$ cat src/rtl/lif_drv_pkg.sv
// Shared types and constants for the LIF neuron stream driver.
// Latency: n/a (declarations only).
// Backpressure: n/a.
package lif_drv_pkg;

    typedef enum logic [1:0] {
        ST_IDLE   = 2'd0,
        ST_LOAD_W = 2'd1,
        ST_LOAD_I = 2'd2,
        ST_RUN    = 2'd3
    } state_t;

    localparam int N_STAGES_DEF = 5;

    // Bytes per operand vector: the neuron takes 2**n_stages bits per vector.
    function automatic int bytes_for(input int n_stages);
        return (2 ** n_stages) / 8;
    endfunction

    localparam int BYTES = bytes_for(N_STAGES_DEF);

    // All-ones marker for "no spike seen"; modules slice the low RUN_W bits.
    localparam logic [31:0] NO_SPIKE = '1;

endpackage

$ cat src/rtl/lif_drv_serializer.sv
// Holds one operand vector and emits it a byte at a time, MSB byte first.
// Latency: byte_dat valid the cycle after load; each advance exposes the next byte.
// Backpressure: none; the owner steps it with advance once per byte cycle.
//
// Ports: load/vec capture a new vector (load wins over advance), advance
// shifts one byte out, byte_dat is the current byte (zero once drained),
// last flags that the current byte is the final one of the vector.
module lif_drv_serializer #(
    parameter int WIDTH = 32
) (
    input  logic             clk,
    input  logic             rst_n,
    input  logic             load,
    input  logic             advance,
    input  logic [WIDTH-1:0] vec,
    output logic [7:0]       byte_dat,
    output logic             last
);
    localparam int BYTES = WIDTH / 8;
    localparam int CW    = (BYTES > 1) ? $clog2(BYTES) : 1;

    logic [WIDTH-1:0] shreg;
    logic [CW-1:0]    idx;

    // Zero fill on shift means the port returns to 0 by itself after the
    // final byte, so the top byte can drive the neuron directly.
    always_ff @(posedge clk or negedge rst_n) begin
        if (!rst_n) begin
            shreg <= '0;
            idx   <= '0;
        end else if (load) begin
            shreg <= vec;
            idx   <= '0;
        end else if (advance) begin
            shreg <= shreg << 8;
            idx   <= idx + CW'(1);
        end
    end

    assign byte_dat = shreg[WIDTH-1 -: 8];
    assign last     = (idx == CW'(BYTES - 1));

endmodule

$ cat src/rtl/lif_stream_driver.sv
// Serialises weight/input vectors into the LIF neuron, then runs it and counts spikes.
// Latency: first byte one cycle after start; done one cycle after the last busy cycle.
// Backpressure: none; start is ignored while busy, operands are latched at start.
//
// Ports: start/load_weights/weights_i/inputs_i/run_cycles from the host;
// data_out/sel_weights/run_en drive the neuron load pins, spike_in is its
// spike output; busy/done/spike_count/first_spike report back to the host.
// Build option: LIF_DRV_STOP_ON_SPIKE_EN ends RUN at the first recorded spike.
module lif_stream_driver
    import lif_drv_pkg::*;
#(
    parameter int N_STAGES = 5,
    parameter int RUN_W    = 8
) (
    input  logic                    clk,
    input  logic                    rst_n,
    input  logic                    start,
    input  logic                    load_weights,
    input  logic [2**N_STAGES-1:0]  weights_i,
    input  logic [2**N_STAGES-1:0]  inputs_i,
    input  logic [RUN_W-1:0]        run_cycles,
    output logic [7:0]              data_out,
    output logic                    sel_weights,
    output logic                    run_en,
    input  logic                    spike_in,
    output logic                    busy,
    output logic                    done,
    output logic [RUN_W-1:0]        spike_count,
    output logic [RUN_W-1:0]        first_spike
);
    localparam int INPUTS = 2 ** N_STAGES;
    localparam logic [RUN_W-1:0] NO_SPIKE_W = NO_SPIKE[RUN_W-1:0];

`ifdef LIF_DRV_STOP_ON_SPIKE_EN
    localparam logic STOP_ON_SPIKE = 1'b1;
`else
    localparam logic STOP_ON_SPIKE = 1'b0;
`endif

    state_t            state, state_nxt;
    logic [INPUTS-1:0] inputs_q;
    logic [RUN_W-1:0]  run_q;
    logic [RUN_W-1:0]  run_cnt;
    logic              run_last;
    logic              accept;

    logic              ser_load, ser_adv, ser_last;
    logic [INPUTS-1:0] ser_vec;

    logic              sel_d, run_en_d, busy_d, done_d;

    assign accept   = (state == ST_IDLE) && start;
    assign run_last = (run_cnt == run_q - RUN_W'(1));

    // Weights go straight into the serializer at start; the input vector is
    // held here until the weight bytes have drained.
    lif_drv_serializer #(.WIDTH(INPUTS)) u_ser (
        .clk      (clk),
        .rst_n    (rst_n),
        .load     (ser_load),
        .advance  (ser_adv),
        .vec      (ser_vec),
        .byte_dat (data_out),
        .last     (ser_last)
    );

    always_comb begin
        ser_load = accept || ((state == ST_LOAD_W) && ser_last);
        ser_vec  = inputs_q;
        if (state == ST_IDLE)
            ser_vec = load_weights ? weights_i : inputs_i;
        ser_adv  = ((state == ST_LOAD_W) || (state == ST_LOAD_I)) && !ser_load;
    end

    // State register
    always_ff @(posedge clk or negedge rst_n) begin
        if (!rst_n) state <= ST_IDLE;
        else        state <= state_nxt;
    end

    // Next-state logic
    always_comb begin
        state_nxt = state;
        case (state)
            ST_IDLE:   if (start) state_nxt = load_weights ? ST_LOAD_W : ST_LOAD_I;
            ST_LOAD_W: if (ser_last) state_nxt = ST_LOAD_I;
            ST_LOAD_I: if (ser_last) state_nxt = (run_q != '0) ? ST_RUN : ST_IDLE;
            ST_RUN:    if (run_last || (STOP_ON_SPIKE && spike_in)) state_nxt = ST_IDLE;
            default:   state_nxt = ST_IDLE;
        endcase
    end

    // Output logic, decoded from the next state so the pins are registered.
    always_comb begin
        sel_d    = (state_nxt == ST_LOAD_W);
        run_en_d = !((state_nxt == ST_LOAD_W) || (state_nxt == ST_LOAD_I));
        busy_d   = (state_nxt != ST_IDLE);
        done_d   = (state != ST_IDLE) && (state_nxt == ST_IDLE);
    end

    // first_spike doubles as the "seen" flag: run indices never reach all-ones.
    always_ff @(posedge clk or negedge rst_n) begin
        if (!rst_n) begin
            sel_weights <= 1'b0;
            run_en      <= 1'b1;
            busy        <= 1'b0;
            done        <= 1'b0;
            spike_count <= '0;
            first_spike <= NO_SPIKE_W;
            inputs_q    <= '0;
            run_q       <= '0;
            run_cnt     <= '0;
        end else begin
            sel_weights <= sel_d;
            run_en      <= run_en_d;
            busy        <= busy_d;
            done        <= done_d;
            if (accept) begin
                inputs_q    <= inputs_i;
                run_q       <= run_cycles;
                run_cnt     <= '0;
                spike_count <= '0;
                first_spike <= NO_SPIKE_W;
            end else if (state == ST_RUN) begin
                run_cnt <= run_cnt + RUN_W'(1);
                if (spike_in) begin
                    spike_count <= spike_count + RUN_W'(1);
                    if (first_spike == NO_SPIKE_W)
                        first_spike <= run_cnt;
                end
            end
        end
    end

endmodule

$ cat config.mk
export PLATFORM = sky130hd
export DESIGN_NAME = lif_stream_driver
export DESIGN_NICKNAME = d
export VERILOG_FILES = /design/src/rtl/lif_drv_pkg.sv /design/src/rtl/lif_drv_serializer.sv /design/src/rtl/lif_stream_driver.sv
export SDC_FILE = /design/constraint.sdc
export NUM_CORES = 1
export LEC_CHECK = 0
export ABC_AREA = 1
export BUFFER_PORTS_ARGS = -buffer_cell sky130_fd_sc_hd__buf_2
export CORE_AREA = 2 2 103 115
export CTS_CLUSTER_SIZE = 30
export DETAILED_ROUTE_END_ITERATION = 8
export DIE_AREA = 0 0 105 117
export GPL_ROUTABILITY_DRIVEN = 0
export HOLD_SLACK_MARGIN = 0.12
export PLACE_DENSITY = 0.76
export REMOVE_ABC_BUFFERS = 1
export SYNTH_ARGS = -nofsm -noshare
export SYNTH_HDL_FRONTEND = slang
export SYNTH_SLANG_ARGS = --single-unit
export TNS_END_PERCENT = 10
$ cat constraint.sdc
create_clock -name clk -period 1.77 [get_ports clk]
set_input_delay 0.2655 -clock clk [delete_from_list [all_inputs] [get_ports clk]]
set_output_delay 0.2655 -clock clk [all_outputs]
set_load 0.005 [all_outputs]
==> results, run 1 <==
- The number of global-route vias before repair is 4920.
- The final worst hold slack is 0.120 ns.
- The post-place setup slack is -0.274 ns.
- The clock reaches the later pin of the worst-skew pair after 0.35 ns.
- The cell type contributing the most total cell area after synthesis is sky130_fd_sc_hd__dfrtp_1.
- After synthesis, the mean cell area works out to 7.86 um^2.
- Of all nets on the critical path, the largest fanout is 2.
- Clock-pin slew was measured on the worst setup and hold paths at 0.07 ns.
- The nature of the critical path endpoint is a flop.
- Counting tap cells, the placed design contains a total of 946 instances.
- Across the VDD grid, the largest voltage drop is 819 uV.
- The combinational family with the most area after synthesis is simple AND/OR/NAND/NOR gates.
- The leakage power summed over all cells is 3.43 nW.
- The prevailing post-synth register cell is sky130_fd_sc_hd__dfrtp_1.
- Once routing completed, OpenROAD measured the worst setup slack at -0.273 ns.
- The remaining antenna violation count is 0.
- The wire length of the first global-routing pass is 22.4 mm.
- The type of the most critical hold path is in2reg.
- In the synthesized netlist the async set-or-reset flop fraction comes to 100%.
- For this design the ratio of total power to cell area is 1720 mW/mm^2.
- The parity-gate share of the synthesized area counting xor and xnor cells is 0.575%.
- The first TritonRoute pass finished after 5 iterations.
- The total length of routed wires is 13.8 mm.
- The overall die area is 0.0123 mm^2.
- The final reports fail on negative setup slack.
- The number of flip-flops and latches in the synthesized netlist is 104.
- The starting density of the core is 48.7%.
- The post-layout total power is 11.6 mW.
- The run finished, with violations left.
- After technology mapping, the gate count stands at 693.
- STA classifies the critical path startpoint as a flop.
- The wire length per cell after detailed routing is 14.3 um.
- Based on the critical path, the design can be clocked at up to 489 MHz.
- The synthesized netlist devotes 2.76% of its cell area to adder and majority cells.
- The area share of the leading cell type in the synthesized netlist is 43.7%.
- The internal power is 6.86 mW.
- The detailed router put a total of 5.89 mm of wire on met1.
- The actual transition at the worst max-transition pin is 0.394 ns.
- The number of max-slew violations in the final report was 0.
- The routed wire length on met3 is 844 um.
- The routed layout has 5149 vias.
- CTS built an H-tree with a depth of 3.
- The number of enable flip-flop cells after synthesis is 0.
- The vertical die dimension is 117 um.
- The largest net degree at the start of global routing is 59.
- Data arrives at the worst endpoint at 2.33 ns.
- The initial antenna violation count is 0.
- The detailed router used layers up to and including met4.
- The commonest cells after synthesis are sky130_fd_sc_hd__nand2_1 (177), sky130_fd_sc_hd__dfrtp_1 (95), sky130_fd_sc_hd__o21ai_0 (81), sky130_fd_sc_hd__nor2_1 (70), sky130_fd_sc_hd__inv_1 (62).
- Yosys attributes the largest share of cell area to sky130_fd_sc_hd__dfrtp_1 (44%), sky130_fd_sc_hd__nand2_1 (12%), sky130_fd_sc_hd__o21ai_0 (7.4%).
- Using the TritonRoute via totals, the vias-per-cell ratio works out to 5.33.
- The final count of hold timing violations is 0.
- Global routing finished with a remaining overflow of 0.
- Among all cell types in the netlist, the one instantiated most often is sky130_fd_sc_hd__nand2_1.
- The worst hold path was traced through 3 stages.
- The share of the clock period used by the worst path after layout is 115%.
- Sequential cells account for 34.7% of the total power.
- The worst setup path category is reg2reg.
- The largest buffer count on any clock path is 2.
- The number of fillers in the final layout is 973.
- In the detailed route, the total length drawn on met2 is 6.82 mm.
- In this run the horizontal extent of the chip is 105 um.
- The quantity of I/O buffers inserted on ports is 104.
- The share of synthesized area occupied by flip-flops and latches is 48.0%.
- The starting DRC count in detailed routing is 286.
- Leaving out filler cells and counting taps, the final layout contains 966.
- The fraction of power spent switching nets is 41.0%.
- Pin placement for this block handled 105 I/O pins.
- The combinational fraction of design power is 48.3%.
- Setup violations remaining at the end of the flow were counted as 5.
- Counting distinct cell types in the post-synthesis netlist gives 39.
- The DRC violation count after routing is 0.
- Counting every sink on the clock net gives 104.
- The initialized floorplan defines 41 standard-cell rows.
- The half-perimeter wire length after detailed placement is 9.63 mm.
- Summed over all nets, the switching power comes to 4.77 mW.
- On the final layout, the worst clock skew is 0.00759 ns.
- At the end of the flow, the number of nets in the layout was 900.
- The area growth from synthesis to layout is 24.3%.
- Of the total power, the clock network draws 17.0%.
- Setup repair after global routing could not meet its margin everywhere.
- Across the run, the number of max-cap violations was 0.
- After layout, the minimum clock period comes to 2.04 ns.
- Counting cells, the worst reg-to-reg path comes to 16.
- The number of clock buffers inserted by TritonCTS is 9.
- The Yosys step of the flow raised 0 warnings.
- Cells with a size suffix above 1 make up 27.3% of the layout.
- The total global routing track utilization is 22.8%.
- The mapped netlist covers 0.00544 mm^2.
- The simple-gate area share of the yosys netlist is 21.5%.
- After floorplanning, the core was sized to cover 0.0112 mm^2.
- The area fraction in compound gates after synthesis is 18.4%.
- The repair_antennas step left the layout with diodes totalling 0.
- Data on the critical path is required at its endpoint by 2.06 ns.
- The CTS tree is built.
- The root buffer cell is sky130_fd_sc_hd__clkbuf_16.
- The portion of synthesized area spent on multiplexers is 0%.
- The relative slew slack is 73.7%.
kinds of logic (layout without fill, tap and decap cells):
| kind of cell | Yosys count | in the layout |
|---|---|---|
| XOR/XNOR | 2 | 2 |
| flip-flops | 104 | 104 |
| AO/OA/AOI/OAI | 176 | 176 |
| AND/OR/NAND/NOR | 286 | 286 |
| adder cells (fa/ha/maj) | 12 | 12 |
| buffers and inverters | 113 | 236 |
critical path, stage by stage (launching register included):
cell	delay (ns)
sky130_fd_sc_hd__dfrtp_1	0.37
sky130_fd_sc_hd__inv_2	0.06
sky130_fd_sc_hd__ha_4	0.27
sky130_fd_sc_hd__inv_2	0.04
sky130_fd_sc_hd__nand2_2	0.06
sky130_fd_sc_hd__nand2_2	0.05
sky130_fd_sc_hd__nor2_2	0.09
sky130_fd_sc_hd__nand2_1	0.07
sky130_fd_sc_hd__nor2_1	0.10
sky130_fd_sc_hd__nand3_1	0.08
sky130_fd_sc_hd__nor2_1	0.09
sky130_fd_sc_hd__nand2_1	0.12
sky130_fd_sc_hd__nand2_1	0.10
sky130_fd_sc_hd__nand2_2	0.07
sky130_fd_sc_hd__a21oi_2	0.13
sky130_fd_sc_hd__ha_1	0.23
sky130_fd_sc_hd__inv_1	0.06
cell type report:
cell class                      count  area [um^2]  area share (%)
Clock buffer                       15          288            4.25
Tap cell                          150          188            2.77
Sequential cell                   104         2610            38.6
Multi-Input combinational cell    476         2470            36.5
Clock inverter                      1         8.76           0.129
Inverter                           71          272            4.01
Timing Repair Buffer              149          926            13.7
path summary, 6_finish.rpt:
kind | to | start | slack [ns]
max in group asynchronous | run_en$_DFF_PN1_ | rst_n | 0.74
max reg2reg | run_en$_DFF_PN1_ | run_q[0]$_DFFE_PN0P_ | -0.27
max | run_en$_DFF_PN1_ | run_q[0]$_DFFE_PN0P_ | -0.27
min reg2reg | first_spike[7]$_DFFE_PN1P_ | first_spike[7]$_DFFE_PN1P_ | 0.47
min | run_q[6]$_DFFE_PN0P_ | run_cycles[6] | 0.12
min in group asynchronous | run_cnt[3]$_DFFE_PN0N_ | rst_n | 0.33
state kept, by name (all words and copies together), names as in the netlist:
signal,flops
busy,1
done,1
first_spike,8
inputs_q,32
run_cnt,8
run_en,1
run_q,8
sel_weights,1
spike_count,8
state,2
u_ser.idx,2
u_ser.shreg,32
power groups by stage:
stage,registers [mW],clock network [mW],logic (mW)
final,4.04,1.97,5.62
after global routing,4.14,2.09,6.29
after CTS,4.01,1.99,5.31
after detailed placement,4.03,0,5.17
after global placement,3.97,0,4.98
after floorplan,3.92,0,3.15
per-stage QoR:
step / utilization [%] / setup TNS [ns] / cell area, um^2
finish: 60.5 / -1.02 / 6770
global route: 60.5 / -1.67 / 6770
CTS: 59.5 / -0.700 / 6660
detailed placement: 56.5 / -1.09 / 6310
global placement: 56.5 / -0.433 / 6310
floorplan: - / -78.94 / 5230
metal layers:
metal	global-route usage (%)	up-vias
li1	-	2491
met5	0	-
met3	4.15	20
met1	28.3	2462
met2	40.8	176
met4	6.93	0
placed cells by master (no fill, tap or decap), types with 4 or more instances in the layout:
master                        n
sky130_fd_sc_hd__o211ai_1     7
sky130_fd_sc_hd__nand3_1     19
sky130_fd_sc_hd__dfstp_2      9
sky130_fd_sc_hd__nand2_2     12
sky130_fd_sc_hd__a211oi_1     4
sky130_fd_sc_hd__inv_2       11
sky130_fd_sc_hd__a21oi_1     43
sky130_fd_sc_hd__inv_1       58
sky130_fd_sc_hd__a221oi_1     8
sky130_fd_sc_hd__clkbuf_8     4
sky130_fd_sc_hd__o21ai_1     14
sky130_fd_sc_hd__buf_2      103
sky130_fd_sc_hd__buf_4       40
sky130_fd_sc_hd__a21o_1       4
sky130_fd_sc_hd__buf_12       5
sky130_fd_sc_hd__nor2_2       4
sky130_fd_sc_hd__ha_1         8
sky130_fd_sc_hd__o21ai_2      4
sky130_fd_sc_hd__clkbuf_16    9
sky130_fd_sc_hd__nor2_1      67
sky130_fd_sc_hd__o21ai_0     79
sky130_fd_sc_hd__dfrtp_1     95
sky130_fd_sc_hd__nand2_1    169
timing repair:
action | in CTS | in global routing
setup buffers | 1 | 2
setup endpoints to repair | 16 | 61
resized for setup | 8 | 26
endpoints found under the hold margin | 18 | 0
hold buffers | 1 | 0
pin swaps | 3 | 4
(Power assumes the default switching activity.)
==> inputs of run 2 (changes only) <==
- ABC_AREA: 1 -> not set
- CELL_PAD_IN_SITES_DETAIL_PLACEMENT: not set -> 1
- CELL_PAD_IN_SITES_GLOBAL_PLACEMENT: not set -> 1
- CORE_AREA: 2 2 103 115 -> 2 2 117 130
- DIE_AREA: 0 0 105 117 -> 0 0 119 132
==> run 2 against run 1 <==
  * The run still ends with negative setup slack left
  * Synthesized area down 1.9%
  * Final cell count down 5.4%
  * Fmax down 14%
  * Flip-flop and latch count unchanged
  * Critical path type unchanged
  * Critical endpoint is now done$_DFF_PN0_
==> results, run 2 <==
- The flow ran to the end, but the final reports show violations.
- The checks that failed: negative setup slack.
- For the final database, setup skew stands at 0.00502 ns.
- The later-pin clock latency in the skew report is 0.35 ns.
- The yosys synthesis warning count is 0.
- Of all flip-flops after synthesis, the portion carrying an async set or reset was 100%.
- The final-stage net count is 806.
- The number of flip-flops and latches in the synthesized netlist is 104.
- The final global-route overflow total is 0.
- The die is 119 um wide.
- The tree built by TritonCTS fans out to 104 sinks.
- The initial antenna violation count is 0.
- In the final layout, the registers with the most flip-flops are inputs_q (32), u_ser.shreg (32).
- The area growth from synthesis to layout is 27.0%.
- Cells with a size suffix above 1 make up 25.2% of the layout.
- The share of synthesized area occupied by flip-flops and latches is 48.9%.
- The first global-routing pass estimated 24.1 mm of wire.
- The floorplan step set the die height to 132 um.
- The nature of the critical path endpoint is a flop.
- Setup violations remaining at the end of the flow were counted as 6.
- The worst hold path belongs to the class in2reg.
- The analysis attributes to cell leakage a power of 3.39 nW.
- The total global routing track utilization is 18.8%.
- The first detailed-routing pass ran for 4 iterations.
- The synthesized design devotes to its leading area cell type 44.5% of total area.
- The upper clock frequency limit is 421 MHz.
- The diode insertion count for antenna repair is 0.
- The worst setup path is launched from a flop.
- The power density of the placed cells is 1760 mW/mm^2.
- The root buffer cell is sky130_fd_sc_hd__clkbuf_16.
- A synthesized cell averages 8.96 um^2.
- In the post-synthesis netlist, the biggest area contributors are sky130_fd_sc_hd__dfrtp_1 (45%), sky130_fd_sc_hd__mux2i_1 (11%), sky130_fd_sc_hd__nand2_1 (10%).
- The number of global-route vias before repair was 4975.
- The via density per instance is 5.03.
- The reported max-cap violation count is 0.
- The library cell used most frequently in the layout, excluding fill and tap cells, is sky130_fd_sc_hd__nand2_1.
- After layout, the worst setup slack is -0.607 ns.
- Dividing the final minimum period by the clock period gives 134%.
- In the layout the commonest cells are sky130_fd_sc_hd__nand2_1 (145), sky130_fd_sc_hd__buf_2 (103), sky130_fd_sc_hd__dfrtp_1 (95).
- Before CTS, the worst setup slack after placement is -0.830 ns.
- After synthesis the cells add up to 0.00534 mm^2.
- At the worst endpoint, the required time is 2.05 ns.
- The core region is 0.0143 mm^2.
- Hold timing on the final database bottoms out at a slack of 0.117 ns.
- Counting flops with a built-in enable in the synthesized netlist gives 0.
- After routing the design area is 0.00678 mm^2.
- The total length of routed wires is 14.3 mm.
- Detailed placement finished with a half-perimeter wire length of 10.2 mm.
- The most frequently used cell type in the post-synthesis netlist is sky130_fd_sc_hd__nand2_1.
- Setup repair after global routing could not meet its margin everywhere.
- After technology mapping, the gate count stands at 596.
- The overall die area is 0.0157 mm^2.
- The starting DRC count in detailed routing is 145.
- The cell type contributing the most total cell area after synthesis is sky130_fd_sc_hd__dfrtp_1.
- In this run the worst path has a maximum fanout of 2.
- After clock tree synthesis, the clock-pin slew on the worst setup and hold paths is 0.07 ns.
- The largest net degree at the start of global routing is 51.
- The cell area after placement is 0.00628 mm^2.
- At the worst endpoint, the arrival time is 2.66 ns.
- The number of clock buffers inserted by TritonCTS is 9.
- The final count of hold timing violations is 0.
- The smallest clock period supported by the final layout is computed as 2.38 ns.
- The relative slew slack is 76.0%.
- Once detail routing completed, the nets flagged for antenna violations numbered 0.
- Row generation in the floorplan step produced 46 rows.
- The H-tree depth is 3.
- The prevailing post-synth register cell is sky130_fd_sc_hd__dfrtp_1.
- In the final routed layout, each cell accounts on average for 15.6 um.
- The count of cell types in the netlist is 35.
- For the pin with the worst max-slew slack, the measured transition is 0.356 ns.
- Port buffering added 104 buffers.
- Once the floorplan was initialized, standard cells occupied 37.3% of the core.
- The worst hold path passes through 3 cells.
- TritonCTS built the clock tree.
- The number of top-level design ports is 105.
- In the routed design, unresolved DRC markers number 0.
- IR analysis of the VDD net gives a maximum drop of 740 uV.
- For the worst flop-to-flop path, the logic depth is 8.
- The commonest cells after synthesis are sky130_fd_sc_hd__nand2_1 (146), sky130_fd_sc_hd__dfrtp_1 (95), sky130_fd_sc_hd__nor2_1 (64), sky130_fd_sc_hd__mux2i_1 (58), sky130_fd_sc_hd__a21oi_1 (55).
- No sink is reached through more buffers than the 2 on the longest clock path.
- The via count of the routed design is 4601.
- The worst setup path category is reg2reg.
- The number of max-slew violations in the final report is 0.
[run 2: changes by cell type in the layout (fill, tap and decap cells not counted), moves of 12 or more]
cell / delta
sky130_fd_sc_hd__nand2_1: -24
sky130_fd_sc_hd__o21ai_0: -50
sky130_fd_sc_hd__xor2_1: +12
sky130_fd_sc_hd__nand3_1: -15
sky130_fd_sc_hd__o21ai_1: -13
sky130_fd_sc_hd__mux2i_1: +58
sky130_fd_sc_hd__inv_1: -51
[run 2: stage by stage]
step	total power [mW]	instances	setup TNS [ns]	util, %
5_1_grt	13.0	914	-5.42	47.3
3_3_place_gp	9.36	884	-3.37	43.8
6_report	12.0	914	-3.27	47.3
2_1_floorplan	7.61	551	-196.34	-
4_1_cts	12.0	913	-3.15	47.1
3_5_place_dp	9.74	884	-4.16	43.8
[run 2: path summary, 6_finish.rpt]
| check | from | end | slack (ns) |
|---|---|---|---|
| max | run_q[2]$_DFFE_PN0P_ | done$_DFF_PN0_ | -0.61 |
| min | run_cycles[2] | run_q[2]$_DFFE_PN0P_ | 0.12 |
| max reg2reg | run_q[2]$_DFFE_PN0P_ | done$_DFF_PN0_ | -0.61 |
| min reg2reg | inputs_q[2]$_DFFE_PN0P_ | inputs_q[2]$_DFFE_PN0P_ | 0.47 |
| max in group asynchronous | rst_n | first_spike[5]$_DFFE_PN1P_ | 0.82 |
| min in group asynchronous | rst_n | inputs_q[11]$_DFFE_PN0P_ | 0.34 |
[run 2: layout make-up]
| cell class | count | area, um^2 |
|---|---|---|
| Fill cell | 1686 | 7550 |
| Sequential cell | 104 | 2610 |
| Multi-Input combinational cell | 439 | 2570 |
| Timing Repair Buffer | 155 | 1010 |
| Clock buffer | 13 | 270 |
| Tap cell | 192 | 240 |
| Clock inverter | 3 | 40.0 |
| Inverter | 8 | 30.0 |
[run 2: metal layers]
| layer | GRT usage [%] | vias up | wire [um] |
|---|---|---|---|
| met1 | 22.7 | 2264 | 6250 |
| met3 | 3.03 | 22 | 480 |
| met4 | 7.47 | 0 | 332 |
| met5 | 0 | - | 0 |
| li1 | - | 2218 | - |
| met2 | 33.4 | 97 | 7200 |
[run 2: report_power, final]
group          total [mW]  internal, mW  switching (mW)
combinational        5.80          2.62            3.18
clock                2.08          1.21           0.871
sequential           4.07          3.46           0.606
[run 2: logic make-up (layout without fill, tap and decap cells)]
group	count (synthesis)	count (layout)	share of synthesized area [%]
simple gates	248	248	19.3
flops	104	104	48.9
compound gates	97	97	9.89
mux	58	58	10.9
buf+inv	53	179	4.29
xor+xnor	24	24	3.94
fa+ha+maj	12	12	2.81
[run 2: what timing repair did]
item                                    4_1_cts  5_1_grt
gates cloned                                  0        0
pin swaps                                     4        3
hold buffers                                 12        0
setup buffers                                 1        1
endpoints found under the setup margin       29       48
gates resized for setup                      10        5
hold endpoints to repair                     64        0
[run 2: worst max-delay path: stages, from the launching register on]
cell,delay (ns)
sky130_fd_sc_hd__dfrtp_1,0.39
sky130_fd_sc_hd__or4_4,0.55
sky130_fd_sc_hd__or3_4,0.35
sky130_fd_sc_hd__a2111oi_4,0.35
sky130_fd_sc_hd__a41oi_2,0.19
sky130_fd_sc_hd__o21ai_2,0.19
sky130_fd_sc_hd__ha_1,0.16
sky130_fd_sc_hd__inv_1,0.04
sky130_fd_sc_hd__nor2_1,0.09
==> inputs of run 3 (changes only) <==
- CELL_PAD_IN_SITES_GLOBAL_PLACEMENT: 1 -> 2
- CORE_AREA: 2 2 117 130 -> 2 2 132 147
- DIE_AREA: 0 0 119 132 -> 0 0 134 149
- SYNTH_HIERARCHICAL: not set -> 1
==> run 3 against run 2 <==
  * The flow still finishes with violations (negative setup slack)
  * Synthesized area rose by 2.1%
  * Design area up 5.8%
  * Largest cell class is now multi-input combinational cells
  * Flip-flop and latch count unchanged
==> results, run 3 <==
- The library cell used most frequently in the layout, excluding fill and tap cells, is sky130_fd_sc_hd__nand2_1.
- At the end of the flow the core is filled with cells to 38.5%.
- Before antenna repair, the detailed router went through 4 iterations.
- Relative to the synthesized area, the layout overhead comes to 31.6%.
- The largest net degree at the start of global routing is 42.
- The number of sinks handled by clock tree synthesis is 104.
- From bottom edge to top edge, the die measures 149 um.
- CTS placed an instance of sky130_fd_sc_hd__clkbuf_16 at the clock tree root.
- No sink is reached through more buffers than the 2 on the longest clock path.
- The cell count after synthesis is 607.
- The final global-route overflow total is 0.
- The number of max-slew violations in the final report is 0.
- The share of synthesized area in the top cell type comes to 43.6%.
- The combined area of the multi-input logic cells is 0.00264 mm^2.
- The instance count along the most critical hold path is 3.
- VDD sags by at most 563 uV.
- The share of the clock period used by the worst path after layout is 121%.
- Hold timing on the final database bottoms out at a slack of 0.135 ns.
- In this run the standard cell core region covers 0.0186 mm^2.
- In the post-route analysis, the smallest setup slack over all paths is -0.366 ns.
- After synthesis, the cell types taking the most area are sky130_fd_sc_hd__dfrtp_1 (44%), sky130_fd_sc_hd__nand2_1 (12%), sky130_fd_sc_hd__mux2i_1 (11%).
- The post-layout total power is 11.9 mW.
- The critical path goes through or3_4 -> buf_6 -> o211ai_1 -> o41ai_2 -> and4_4 -> o31a_1 -> ha_4 -> inv_2 -> nor2_1.
- The final route contains 4616 vias.
- The final standard cell area without fillers is 0.00718 mm^2.
- After detailed routing, the average wire length per cell comes to 14.6 um.
- The worst setup path is captured at a flop.
- TritonCTS built the clock tree.
- In this run the most critical hold path is launched from inputs_i[19].
- Power spread over the standard cell area amounts to 1650 mW/mm^2.
- In the routed design, unresolved DRC markers number 0.
- The number of fillers in the final layout is 2160.
- After clock tree synthesis, the clock-pin slew on the worst setup and hold paths is 0.08 ns.
- Of all nets on the critical path, the largest fanout is 3.
- Buffers placed on the I/O ports in this run total 104.
- The endpoint identified for the worst register-to-register timing path is done$_DFF_PN0_.
- Setup repair after global routing could not meet its margin everywhere.
- Global routing consumed, over all layers together, 15.2% of the routing resources.
- The number of top-level design ports is 105.
- At the worst endpoint, the required time is 2.00 ns.
- The initial antenna violation count came to 0.
- The final layout contains 840 nets.
- Counting the buffers created by CTS gives 9.
- The path class of the tightest hold or removal check is in2reg.
- The total length of routed wires is 14.6 mm.
- The worst flop-to-flop path startpoint is run_q[1]$_DFFE_PN0P_.
- For this block, the initial DRC count from the detailed router was 137.
- The largest incremental delay on the critical path is 0.41 ns.
- The via density per instance is 4.60.
- The sequential cells in the finished layout cover a total of 0.00261 mm^2.
- The number of enable flip-flop cells after synthesis is 0.
- Once detail routing completed, the nets flagged for antenna violations numbered 0.
- For this run, the leading register cell type out of synthesis is sky130_fd_sc_hd__dfrtp_1.
- The final reports fail on negative setup slack.
- The flow ran to the end, but the final reports show violations.
- After synthesis, the share of flip-flops with an asynchronous set or reset is 100%.
- The count of cell types in the netlist is 40.
- The cell type contributing the most total cell area after synthesis is sky130_fd_sc_hd__dfrtp_1.
- Setup violations remaining at the end of the flow were counted as 6.
- The repair_antennas step left the layout with diodes totalling 0.
- After synthesis the netlist holds a flip-flop and latch count of 104.
- Counting instances in the post-synthesis netlist gives the leading cell types as sky130_fd_sc_hd__nand2_1 (170), sky130_fd_sc_hd__dfrtp_1 (95), sky130_fd_sc_hd__mux2i_1 (58), sky130_fd_sc_hd__nor2_1 (53), sky130_fd_sc_hd__a21oi_1 (38).
- The H-tree depth is 3.
- The actual transition at the worst max-transition pin is 0.487 ns.
- Once placement finished, the instance area stood at 0.00644 mm^2.
- Leaving out fill and tap cells, the most frequent cells in the layout are sky130_fd_sc_hd__nand2_1 (167), sky130_fd_sc_hd__buf_2 (103), sky130_fd_sc_hd__dfrtp_1 (95).
- The yosys synthesis warning count is 6.
- Summing every instance area after synthesis gives 0.00546 mm^2.
- The most frequently used cell type in the post-synthesis netlist is sky130_fd_sc_hd__nand2_1.
- The worst hold path endpoint is inputs_q[19]$_DFFE_PN0P_.
- The worst path in the final design needs a cycle of 2.14 ns, including I/O delays and setup.
- The proportion of layout cells with a drive suffix above 1 is 26.1%.
- Row generation in the floorplan step produced 53 rows.
- OpenSTA, run right after detailed placement, puts the worst setup slack at -0.398 ns.
- The largest registers in the layout are inputs_q (32), u_ser/shreg (32).
- The worst setup path category is reg2reg.
- Headroom to the max-slew limit came out at 67.5%.
- The reported max-cap violation count is 0.
- A synthesized cell averages 8.99 um^2.
- The endpoint arrival time on the critical path is 2.36 ns.
- The final count of hold timing violations is 0.
- The slowest stage of the critical path is the sky130_fd_sc_hd__or3_4 cell.
- Detailed placement finished with a half-perimeter wire length of 10.4 mm.
- The die covers 0.0200 mm^2.
- The starting density of the core is 29.3%.
- The register-to-register setup slack is -0.37 ns.
- Summed over all cells, the static leakage comes to 3.51 nW.
- Counting cells, the worst reg-to-reg path comes to 9.
- The first global-routing pass estimated 24.1 mm of wire.
- For the worst-skew pair, the clock arrives at the later sink with an insertion delay of 0.36 ns.
- The worst setup path is launched from a flop.
- Derived from the worst setup path, the maximum achievable clock frequency is 468 MHz.
- The buffers plus inverters on the worst setup path is 2.
- In this design, the largest share of critical-path delay is due to simple AND/OR/NAND/NOR gates.
- The number of global-route vias before repair is 4943.
- From left edge to right edge, the die measures 134 um.
- The share of synthesized area occupied by flip-flops and latches is 47.9%.
- The clock arrives with 0.0149 ns of skew.
run 3: changes by cell type in the layout (fill, tap and decap cells not counted), moves of 5 or more:
cell                            delta
sky130_fd_sc_hd__a21oi_1          -15
sky130_fd_sc_hd__nand2_1          +22
sky130_fd_sc_hd__o21ai_1          +20
sky130_fd_sc_hd__nor2_1           -11
sky130_fd_sc_hd__nand2b_1          +6
sky130_fd_sc_hd__nand3b_1          -8
sky130_fd_sc_hd__o21ai_0           -6
sky130_fd_sc_hd__dlygate4sd3_1    +20
sky130_fd_sc_hd__xnor2_1           -5
run 3: cell families after synthesis:
family / after synthesis / share of synthesized area (%)
AO/OA/AOI/OAI: 95 / 9.52
XOR/XNOR: 21 / 3.37
adder cells (fa/ha/maj): 12 / 2.75
buffers and inverters: 57 / 5.78
flip-flops: 104 / 47.9
multiplexers: 59 / 10.9
AND/OR/NAND/NOR: 259 / 19.7
run 3: power by group:
group | total, mW | internal [mW] | switching (mW)
registers | 4.02 | 3.43 | 0.586
logic | 5.79 | 2.66 | 3.13
clock network | 2.05 | 1.11 | 0.946
total | 11.9 | 7.20 | 4.66
run 3: worst max path at each step:
stage / slack [ns] / from / end / depth (start not counted)
after floorplan: -2.81 / state[0]$_DFF_PN0_ / u_ser/shreg[0]$_DFFE_PN0P_ / 6
after global placement: -0.35 / run_q[0]$_DFFE_PN0P_ / done$_DFF_PN0_ / 8
after detailed placement: -0.40 / run_q[0]$_DFFE_PN0P_ / sel_weights$_DFF_PN0_ / 7
after CTS: -0.34 / run_q[1]$_DFFE_PN0P_ / done$_DFF_PN0_ / 9
after global routing: -0.46 / run_q[1]$_DFFE_PN0P_ / done$_DFF_PN0_ / 9
final: -0.37 / run_q[1]$_DFFE_PN0P_ / done$_DFF_PN0_ / 9
run 3: what timing repair did:
item | CTS | global route
setup endpoints to repair | 29 | 56
hold endpoints to repair | 53 | 0
resized for setup | 12 | 12
hold buffers | 32 | 0
pin swaps | 10 | 4
buffers inserted | 1 | 0
run 3: layer usage:
| layer | wire (um) | vias to the layer above | GRT usage, % | part of all wire (%) |
|---|---|---|---|---|
| met1 | 6870 | 2233 | 19.3 | 47 |
| met2 | 7080 | 73 | 26.4 | 49 |
| met5 | 0 | - | 0 | 0 |
| met3 | 426 | 16 | 2.17 | 2.9 |
| li1 | - | 2294 | - | - |
| met4 | 222 | 0 | 5.53 | 1.5 |
run 3: stage by stage:
step / std cells / TNS [ns]
floorplan: 561 / -187.29
global placement: 954 / -1.54
global route: 1003 / -2.23
detailed placement: 954 / -2.30
finish: 1003 / -1.66
CTS: 1003 / -1.66
run 3: area by class of cell:
type	instances	area share, %
Clock buffer	10	3.19
Clock inverter	6	0.959
Inverter	11	0.575
Multi-Input combinational cell	446	36.8
Sequential cell	104	36.4
Tap cell	247	4.30
Timing Repair Buffer	179	17.7
run 3: worst reg2reg max path, cell delays in order (launching register included):
cell and delay (ns):
sky130_fd_sc_hd__dfrtp_1 0.37, sky130_fd_sc_hd__or3_4 0.41, sky130_fd_sc_hd__buf_6 0.13, sky130_fd_sc_hd__o211ai_1 0.20
sky130_fd_sc_hd__o41ai_2 0.13, sky130_fd_sc_hd__and4_4 0.21, sky130_fd_sc_hd__o31a_1 0.30, sky130_fd_sc_hd__ha_4 0.19
sky130_fd_sc_hd__inv_2 0.04, sky130_fd_sc_hd__nor2_1 0.03
